$ cat src/rtl/fir_xifu_pkg.sv
// Shared FIR XIFU types: opcode enum, regfile write payload and writeback
// buffer entry, plus default widths and depth for the writeback buffer.
package fir_xifu_pkg;

   localparam int unsigned FIR_XIFU_ID_WIDTH      = 4;
   localparam int unsigned FIR_XIFU_DATA_WIDTH    = 32;
   localparam int unsigned FIR_XIFU_RF_ADDR_WIDTH = 5;
   localparam int unsigned FIR_XIFU_WB_DEPTH      = 4;

   typedef enum logic [1:0] {
      INSTR_OTHER = 2'd0,
      XFIRLW      = 2'd1,
      XFIRSW      = 2'd2,
      XFIRDOTP    = 2'd3
   } fir_xifu_instr_t;

   typedef struct packed {
      logic                              write;
      logic [FIR_XIFU_RF_ADDR_WIDTH-1:0] rd;
      logic [FIR_XIFU_DATA_WIDTH-1:0]    result;
   } fir_xifu_wb2regfile_t;

   typedef struct packed {
      logic                              valid;
      fir_xifu_instr_t                   instr;
      logic [FIR_XIFU_ID_WIDTH-1:0]      id;
      logic [FIR_XIFU_DATA_WIDTH-1:0]    result;
      logic [FIR_XIFU_RF_ADDR_WIDTH-1:0] rd;
      logic [FIR_XIFU_RF_ADDR_WIDTH-1:0] rs1;
      logic [FIR_XIFU_DATA_WIDTH-1:0]    rdata;
      logic                              committed;
      logic                              killed;
      logic                              mem_done;
   } fir_xifu_wbbuf_entry_t;

   // Loads and stores need a memory result before they can retire.
   function automatic logic is_mem_instr(input fir_xifu_instr_t instr);
      return (instr == XFIRLW) || (instr == XFIRSW);
   endfunction

endpackage

$ cat src/rtl/fir_xifu_id_match.sv
// Id CAM: compares an incoming id against all buffered ids plus the slot
// being pushed this cycle.
//   valid_i/id_i          : lookup request
//   entry_valid_i/id_i    : buffered entries (ids packed, entry 0 in LSBs)
//   push_valid_i/id_i     : entry being written this cycle
//   match_o[DEPTH-1:0]    : per-entry match, match_o[DEPTH] = push slot
module fir_xifu_id_match #(
   parameter int unsigned DEPTH    = 4,
   parameter int unsigned ID_WIDTH = 4
) (
   input  logic                      valid_i,
   input  logic [ID_WIDTH-1:0]       id_i,
   input  logic [DEPTH-1:0]          entry_valid_i,
   input  logic [DEPTH*ID_WIDTH-1:0] entry_id_i,
   input  logic                      push_valid_i,
   input  logic [ID_WIDTH-1:0]       push_id_i,
   output logic [DEPTH:0]            match_o
);

   always_comb begin
      match_o = '0;
      for (int i = 0; i < DEPTH; i++) begin
         match_o[i] = valid_i & entry_valid_i[i] &
                      (entry_id_i[i*ID_WIDTH +: ID_WIDTH] == id_i);
      end
      match_o[DEPTH] = valid_i & push_valid_i & (push_id_i == id_i);
   end

endmodule

$ cat src/rtl/fir_xifu_wb_buf.sv
// FIR XIFU writeback buffer: holds up to DEPTH in-flight instructions from
// EX, tracks XIF commit/kill and memory results per entry, and retires
// strictly in order to the FIR regfile and the XIF result interface.
//   clk_i, rst_i                 : clock, synchronous active-high reset
//   ex2wb_*                      : instruction push from EX (ready = !full)
//   commit_*                     : XIF commit / kill by id
//   mem_result_*                 : XIF memory result by id
//   result_*                     : XIF result handshake (rs1 autoincrement)
//   wb2regfile_o                 : FIR regfile write
//   kill_o                       : pulse when a kill matches an entry
//   occupancy_o                  : number of valid entries
module fir_xifu_wb_buf
   import fir_xifu_pkg::*;
#(
   parameter int unsigned DEPTH         = FIR_XIFU_WB_DEPTH,
   parameter int unsigned ID_WIDTH      = FIR_XIFU_ID_WIDTH,
   parameter int unsigned DATA_WIDTH    = FIR_XIFU_DATA_WIDTH,
   parameter int unsigned RF_ADDR_WIDTH = FIR_XIFU_RF_ADDR_WIDTH
) (
   input  logic                     clk_i,
   input  logic                     rst_i,
   input  logic                     ex2wb_valid_i,
   output logic                     ex2wb_ready_o,
   input  fir_xifu_instr_t          ex2wb_instr_i,
   input  logic [ID_WIDTH-1:0]      ex2wb_id_i,
   input  logic [DATA_WIDTH-1:0]    ex2wb_result_i,
   input  logic [RF_ADDR_WIDTH-1:0] ex2wb_rd_i,
   input  logic [RF_ADDR_WIDTH-1:0] ex2wb_rs1_i,
   input  logic                     commit_valid_i,
   input  logic [ID_WIDTH-1:0]      commit_id_i,
   input  logic                     commit_kill_i,
   input  logic                     mem_result_valid_i,
   input  logic [ID_WIDTH-1:0]      mem_result_id_i,
   input  logic [DATA_WIDTH-1:0]    mem_result_rdata_i,
   output logic                     result_valid_o,
   input  logic                     result_ready_i,
   output logic [ID_WIDTH-1:0]      result_id_o,
   output logic [DATA_WIDTH-1:0]    result_data_o,
   output logic [RF_ADDR_WIDTH-1:0] result_rd_o,
   output logic                     result_we_o,
   output fir_xifu_wb2regfile_t     wb2regfile_o,
   output logic                     kill_o,
   output logic [$clog2(DEPTH):0]   occupancy_o
);

   localparam int unsigned PTR_W = $clog2(DEPTH);
   localparam int unsigned CNT_W = PTR_W + 1;

   fir_xifu_wbbuf_entry_t     entries_q [DEPTH];
   fir_xifu_wbbuf_entry_t     entries_d [DEPTH];
   logic [PTR_W-1:0]          head_q, head_d, tail_q, tail_d;
   logic [CNT_W-1:0]          count_q, count_d;

   logic                      push, pop;
   logic [DEPTH-1:0]          entry_valid;
   logic [DEPTH*ID_WIDTH-1:0] entry_id;
   logic [DEPTH:0]            cmt_match, mem_match;
   fir_xifu_wbbuf_entry_t     head_e;
   logic                      head_live, head_mem_ready, head_hs;

   assign ex2wb_ready_o = (count_q != CNT_W'(DEPTH));
   assign push          = ex2wb_valid_i & ex2wb_ready_o;
   assign occupancy_o   = count_q;

   // Flatten entry ids for the CAMs.
   always_comb begin
      entry_valid = '0;
      entry_id    = '0;
      for (int i = 0; i < DEPTH; i++) begin
         entry_valid[i]                        = entries_q[i].valid;
         entry_id[i*ID_WIDTH +: ID_WIDTH]      = ID_WIDTH'(entries_q[i].id);
      end
   end

   fir_xifu_id_match #(.DEPTH(DEPTH), .ID_WIDTH(ID_WIDTH)) u_commit_match (
      .valid_i       (commit_valid_i),
      .id_i          (commit_id_i),
      .entry_valid_i (entry_valid),
      .entry_id_i    (entry_id),
      .push_valid_i  (push),
      .push_id_i     (ex2wb_id_i),
      .match_o       (cmt_match)
   );

   fir_xifu_id_match #(.DEPTH(DEPTH), .ID_WIDTH(ID_WIDTH)) u_mem_match (
      .valid_i       (mem_result_valid_i),
      .id_i          (mem_result_id_i),
      .entry_valid_i (entry_valid),
      .entry_id_i    (entry_id),
      .push_valid_i  (push),
      .push_id_i     (ex2wb_id_i),
      .match_o       (mem_match)
   );

   // Head retire decision and outputs; driven from head registers only, so
   // a presented result stays stable until the core accepts it.
   always_comb begin
      head_e         = entries_q[head_q];
      head_live      = head_e.valid & head_e.committed & ~head_e.killed & ~rst_i;
      head_mem_ready = head_live & is_mem_instr(head_e.instr) & head_e.mem_done;
      head_hs        = head_mem_ready & result_ready_i;
      pop            = ~rst_i & head_e.valid &
                       (head_e.killed |
                        (head_e.committed & ((head_e.instr == XFIRDOTP) |
                                             (head_e.instr == INSTR_OTHER) |
                                             head_hs)));

      result_valid_o = head_mem_ready;
      result_we_o    = head_mem_ready;
      result_id_o    = head_mem_ready ? ID_WIDTH'(head_e.id) : '0;
      result_data_o  = head_mem_ready ? DATA_WIDTH'(head_e.result) : '0;
      result_rd_o    = head_mem_ready ? RF_ADDR_WIDTH'(head_e.rs1) : '0;

      wb2regfile_o = '0;
      if (head_live && (head_e.instr == XFIRDOTP)) begin
         wb2regfile_o.write  = 1'b1;
         wb2regfile_o.rd     = head_e.rd;
         wb2regfile_o.result = head_e.result;
      end else if (head_hs && (head_e.instr == XFIRLW)) begin
         wb2regfile_o.write  = 1'b1;
         wb2regfile_o.rd     = head_e.rd;
         wb2regfile_o.result = head_e.rdata;
      end

      kill_o = ~rst_i & commit_valid_i & commit_kill_i & (|cmt_match);
   end

   // Next-state: flag updates on matches, then pop at head, then push at tail.
   always_comb begin
      entries_d = entries_q;
      head_d    = head_q;
      tail_d    = tail_q;
      for (int i = 0; i < DEPTH; i++) begin
         if (cmt_match[i]) begin
            if (commit_kill_i) entries_d[i].killed    = 1'b1;
            else               entries_d[i].committed = 1'b1;
         end
         if (mem_match[i]) begin
            entries_d[i].mem_done = 1'b1;
            entries_d[i].rdata    = FIR_XIFU_DATA_WIDTH'(mem_result_rdata_i);
         end
      end
      if (pop) begin
         entries_d[head_q].valid = 1'b0;
         head_d                  = head_q + PTR_W'(1);
      end
      // Never aliases the head slot: push is blocked while full.
      if (push) begin
         entries_d[tail_q].valid     = 1'b1;
         entries_d[tail_q].instr     = ex2wb_instr_i;
         entries_d[tail_q].id        = FIR_XIFU_ID_WIDTH'(ex2wb_id_i);
         entries_d[tail_q].result    = FIR_XIFU_DATA_WIDTH'(ex2wb_result_i);
         entries_d[tail_q].rd        = FIR_XIFU_RF_ADDR_WIDTH'(ex2wb_rd_i);
         entries_d[tail_q].rs1       = FIR_XIFU_RF_ADDR_WIDTH'(ex2wb_rs1_i);
         entries_d[tail_q].committed = cmt_match[DEPTH] & ~commit_kill_i;
         entries_d[tail_q].killed    = cmt_match[DEPTH] & commit_kill_i;
         entries_d[tail_q].mem_done  = mem_match[DEPTH];
         entries_d[tail_q].rdata     = mem_match[DEPTH] ?
                                       FIR_XIFU_DATA_WIDTH'(mem_result_rdata_i) : '0;
         tail_d                      = tail_q + PTR_W'(1);
      end
      count_d = count_q + CNT_W'(push) - CNT_W'(pop);
   end

   always_ff @(posedge clk_i) begin
      if (rst_i) begin
         entries_q <= '{default: '0};
         head_q    <= '0;
         tail_q    <= '0;
         count_q   <= '0;
      end else begin
         entries_q <= entries_d;
         head_q    <= head_d;
         tail_q    <= tail_d;
         count_q   <= count_d;
      end
   end

endmodule
$ cat config.mk
export PLATFORM = sky130hd
export DESIGN_NAME = fir_xifu_wb_buf
export DESIGN_NICKNAME = d
export VERILOG_FILES = /design/src/rtl/fir_xifu_pkg.sv /design/src/rtl/fir_xifu_id_match.sv /design/src/rtl/fir_xifu_wb_buf.sv
export SDC_FILE = /design/constraint.sdc
export NUM_CORES = 1
export LEC_CHECK = 0
export CAP_MARGIN = 20
export CORE_MARGIN = 8
export CORE_UTILIZATION = 25
export DETAILED_ROUTE_END_ITERATION = 10
export PLACE_DENSITY_LB_ADDON = 0.15
export SKIP_CTS_REPAIR_TIMING = 1
export SLEW_MARGIN = 25
export SYNTH_ARGS = -nofsm -noshare
export SYNTH_HDL_FRONTEND = slang
export SYNTH_SLANG_ARGS = --single-unit
export TNS_END_PERCENT = 20
$ cat constraint.sdc
create_clock -name clk_i -period 3.9 [get_ports clk_i]
set_clock_uncertainty 0.2 [all_clocks]
set_input_delay 0.585 -clock clk_i [delete_from_list [all_inputs] [get_ports clk_i]]
set_output_delay 0.585 -clock clk_i [all_outputs]
set_load 0.005 [all_outputs]
==> summary.txt <==
Clock network
  • Deepest clock path buffer count: 3
  • Clk pin slew, worst setup/hold paths: 60 ps
  • CTS Root Cell: clkbuf_16
  • Clk sink count: 343
  • H-tree depth: 2
  • TritonCTS clock tree: done
  • Skew-Pair Late Insertion Delay: 570 ps
  • Clock buffer count from CTS: 42

STA
  • Final WS setup: -123 ps
  • FMAX: 249 MHz
  • Fin crit share: 1.03
  • Worst Max-Slew Pin Slew: 990 ps
  • Fin crit period: 4020 ps
  • RSZ-0062 raised after global routing: yes
  • Setup TNS: -1940 ps
  • Min Hold Slack: 251 ps
  • Setup violators final: 32
  • Slew Limit Fails: 0
  • Final Hold Violating Endpoints: 0
  • Slew HR: 0.340

Hold path
  • Hold path start: entries_q[222]$_SDFFE_PP0P_
  • WHS Endpoint: entries_q[222]$_SDFFE_PP0P_
  • Hold path cells: 2
  • HP Class: flip-flop to flip-flop

Floorplanning
  • Num rows: 91
  • Initial Utilization: 0.252
  • Core area: 0.0614 mm²
  • DIE WIDTH: 265 µm
  • Die area: 0.0701 mm²
  • Top Ports: 181
  • Die Span Y: 265 µm

Setup path
  • Max incr delay on CP: 540 ps
  • FF-to-FF End: occupancy_o[2]$_SDFF_PP0_
  • CP Capture Type: primary output
  • Crit path DAT: 3240 ps
  • Critical path buffer and inverter count: 3
  • Crit path cell chain: mux4_2, ha_4, nor2b_2, a22oi_2, nor4_4, buf_6, buf_8, and2_1, clkdlybuf4s50_1
  • Crit Path Max Fanout: 10
  • R2R setup slack: 360 ps
  • CP Launch Type: flip-flop
  • Setup CP Type: flip-flop to primary output
  • Worst R2R Start: head_q[1]$_SDFFE_PP0N_
  • Slowest cell on crit path: mux4_2
  • CP top delay family: buffers and inverters
  • Data required, critical path: 3120 ps
  • Reg2Reg Depth: 14
  • Critical path startpoint: head_q[1]$_SDFFE_PP0N_

Synthesis
  • Ys Warns: 0
  • Mapped Cells: 1674
  • Mean area per synthesized cell: 9.24 µm²
  • Synth Net Count: 1782
  • Synth Cell Area: 0.0155 mm²
  • Sequential area share after synthesis: 0.444
  • Distinct cells, synth: 53
  • Yosys reg bits: 343

Pwr
  • Overall power: 8.89 mW
  • PD cells: 448 mW/mm²
  • Worst VDD drop: 0.285 mV
  • Pleak: 7.27 nW

Global route
  • Grt ovf: 0
  • Vias in the first global route: 13300
  • First-pass GRT wire length: 86.8 mm
  • Global Route Usage Sum: 0.162
  • Initial antenna violation count: 5
  • Largest net degree at the start of global routing: 86

Drt
  • Vias per cell: 4.92
  • DRT antenna net count: 0
  • Initial drt markers: 848
  • Drt pass-1 iters: 5
  • Vias: 13000
  • Drc violations: 0
  • Routed length per placed instance: 22.5 µm
  • WL final: 59.7 mm

Placement
  • DP Cell Count: 2543
  • Port Buffer Count: 180
  • Post-placement worst setup slack: 5.23 ps
  • Post-DP HPWL: 37.2 mm
  • DP Area: 0.0182 mm²
  • RD Place Congestion: 0.767

Layout
  • NumNets Final: 1932
  • Commonest non-fill, non-tap cell in the layout: nand2_1
  • Final cell count without fillers: 2646
  • Layout cell share with drive strength beyond 1: 0.169
  • Final Instance Area: 0.0198 mm²
  • Area Overhead vs Synth: 28.4%
  • Final Core Density: 0.323
  • Commonest non-fill, non-tap cells in the layout: nand2_1, dfxtp_1, a21oi_1

Run status
  • Status: finished with violations
  • Failing checks: negative setup slack

Flow run
  • Max-cap viol count: 0
[worst register-to-register path, delay by kind of cell, from the launching register on]
kind                       cells  cell delay [ps]
adders and majority gates      4             1110
muxes                          1              540
and+or+nand+nor                3              420
buffers and inverters          3              250
DFF                            1              350
xor gates and xnor gates       1              170
AOI/OAI and AO/OA              2              380
[synth_stat cells, drive strengths merged]
| master | number | area, µm² |
|---|---|---|
| a211oi | 3 | 22.5 |
| a21oi | 195 | 976 |
| a222oi | 1 | 10.0 |
| a22oi | 2 | 20.0 |
| a311oi | 4 | 35.0 |
| a31oi | 1 | 6.26 |
| and2 | 42 | 263 |
| and3 | 4 | 25.0 |
| and4b | 1 | 10.0 |
| buf | 62 | 362 |
| clkbuf | 95 | 360 |
| dfxtp | 343 | 6870 |
| fa | 1 | 20.0 |
| ha | 12 | 150 |
| inv | 50 | 188 |
| mux2 | 6 | 67.6 |
| mux2i | 11 | 110 |
| mux4 | 81 | 1820 |
| nand2 | 427 | 1620 |
| nand2b | 34 | 213 |
| nand3 | 8 | 40.0 |
| nand3b | 4 | 30.0 |
| nand4 | 32 | 200 |
| nor2 | 12 | 45.0 |
| nor2b | 7 | 43.8 |
| nor3 | 7 | 50.1 |
| nor3b | 1 | 7.51 |
| nor4 | 10 | 90.1 |
| nor4b | 2 | 23.8 |
| o211a | 1 | 10.0 |
| o21ai | 38 | 190 |
| o21bai | 1 | 11.3 |
| o22ai | 1 | 6.26 |
| o2bb2ai | 96 | 841 |
| o32ai | 36 | 345 |
| or2 | 2 | 12.5 |
| or3b | 1 | 11.3 |
| xnor2 | 14 | 123 |
| xor2 | 26 | 228 |
[final cells by class]
class | count | area (µm²)
timing repair buffer | 263 | 2630
clock inverter | 13 | 136
sequential | 343 | 6870
inverter | 50 | 188
antenna | 3 | 7.51
multi-input combinational | 1124 | 7830
fill | 6380 | 41500
clock buffer | 60 | 1200
tap | 790 | 988
[logic make-up (layout without fill, tap and decap cells)]
logic type | after synthesis | in the layout | synth area share
other | 0 | 3 | 0
AO/OA/AOI/OAI | 379 | 379 | 0.160
flip-flops | 343 | 343 | 0.444
adder cells (fa/ha/maj) | 13 | 13 | 0.0110
multiplexers | 98 | 98 | 0.129
buffers and inverters | 207 | 386 | 0.0588
AND/OR/NAND/NOR | 594 | 594 | 0.174
XOR/XNOR | 40 | 40 | 0.0227
[metal layers]
layer / GRT usage / wire length, µm / vias up
met5: 0 / 45 / -
met3: 0.0342 / 3420 / 77
li1: - / - / 6151
met1: 0.214 / 27000 / 6426
met2: 0.264 / 27700 / 363
met4: 0.0468 / 1450 / 6
[state kept, by name, indices dropped and copies added (netlist names)]
register / count
occupancy_o: 3
entries_q: 336
head_q: 2
tail_q: 2
[where the power goes]
part | switching, mW | leakage [nW] | total, mW | internal (mW)
Sequential | 0.107 | 2.78 | 3.79 | 3.68
Combinational | 0.825 | 3.84 | 1.30 | 0.471
Clock | 1.59 | 0.656 | 3.80 | 2.21
Total | 2.52 | 7.27 | 8.89 | 6.37
[worst max-delay path by stage]
stage	endpoint	slack, ps	cells after the start
after floorplan	occupancy_o[2]$_SDFF_PP0_	40	17
after global routing	wb2regfile_o[11]	-250	13
after CTS	wb2regfile_o[12]	-640	10
after global placement	wb2regfile_o[6]	50	10
final	result_rd_o[2]	-120	9
after detailed placement	wb2regfile_o[12]	5	10
No activity file was read; power rests on OpenSTA's default activity.
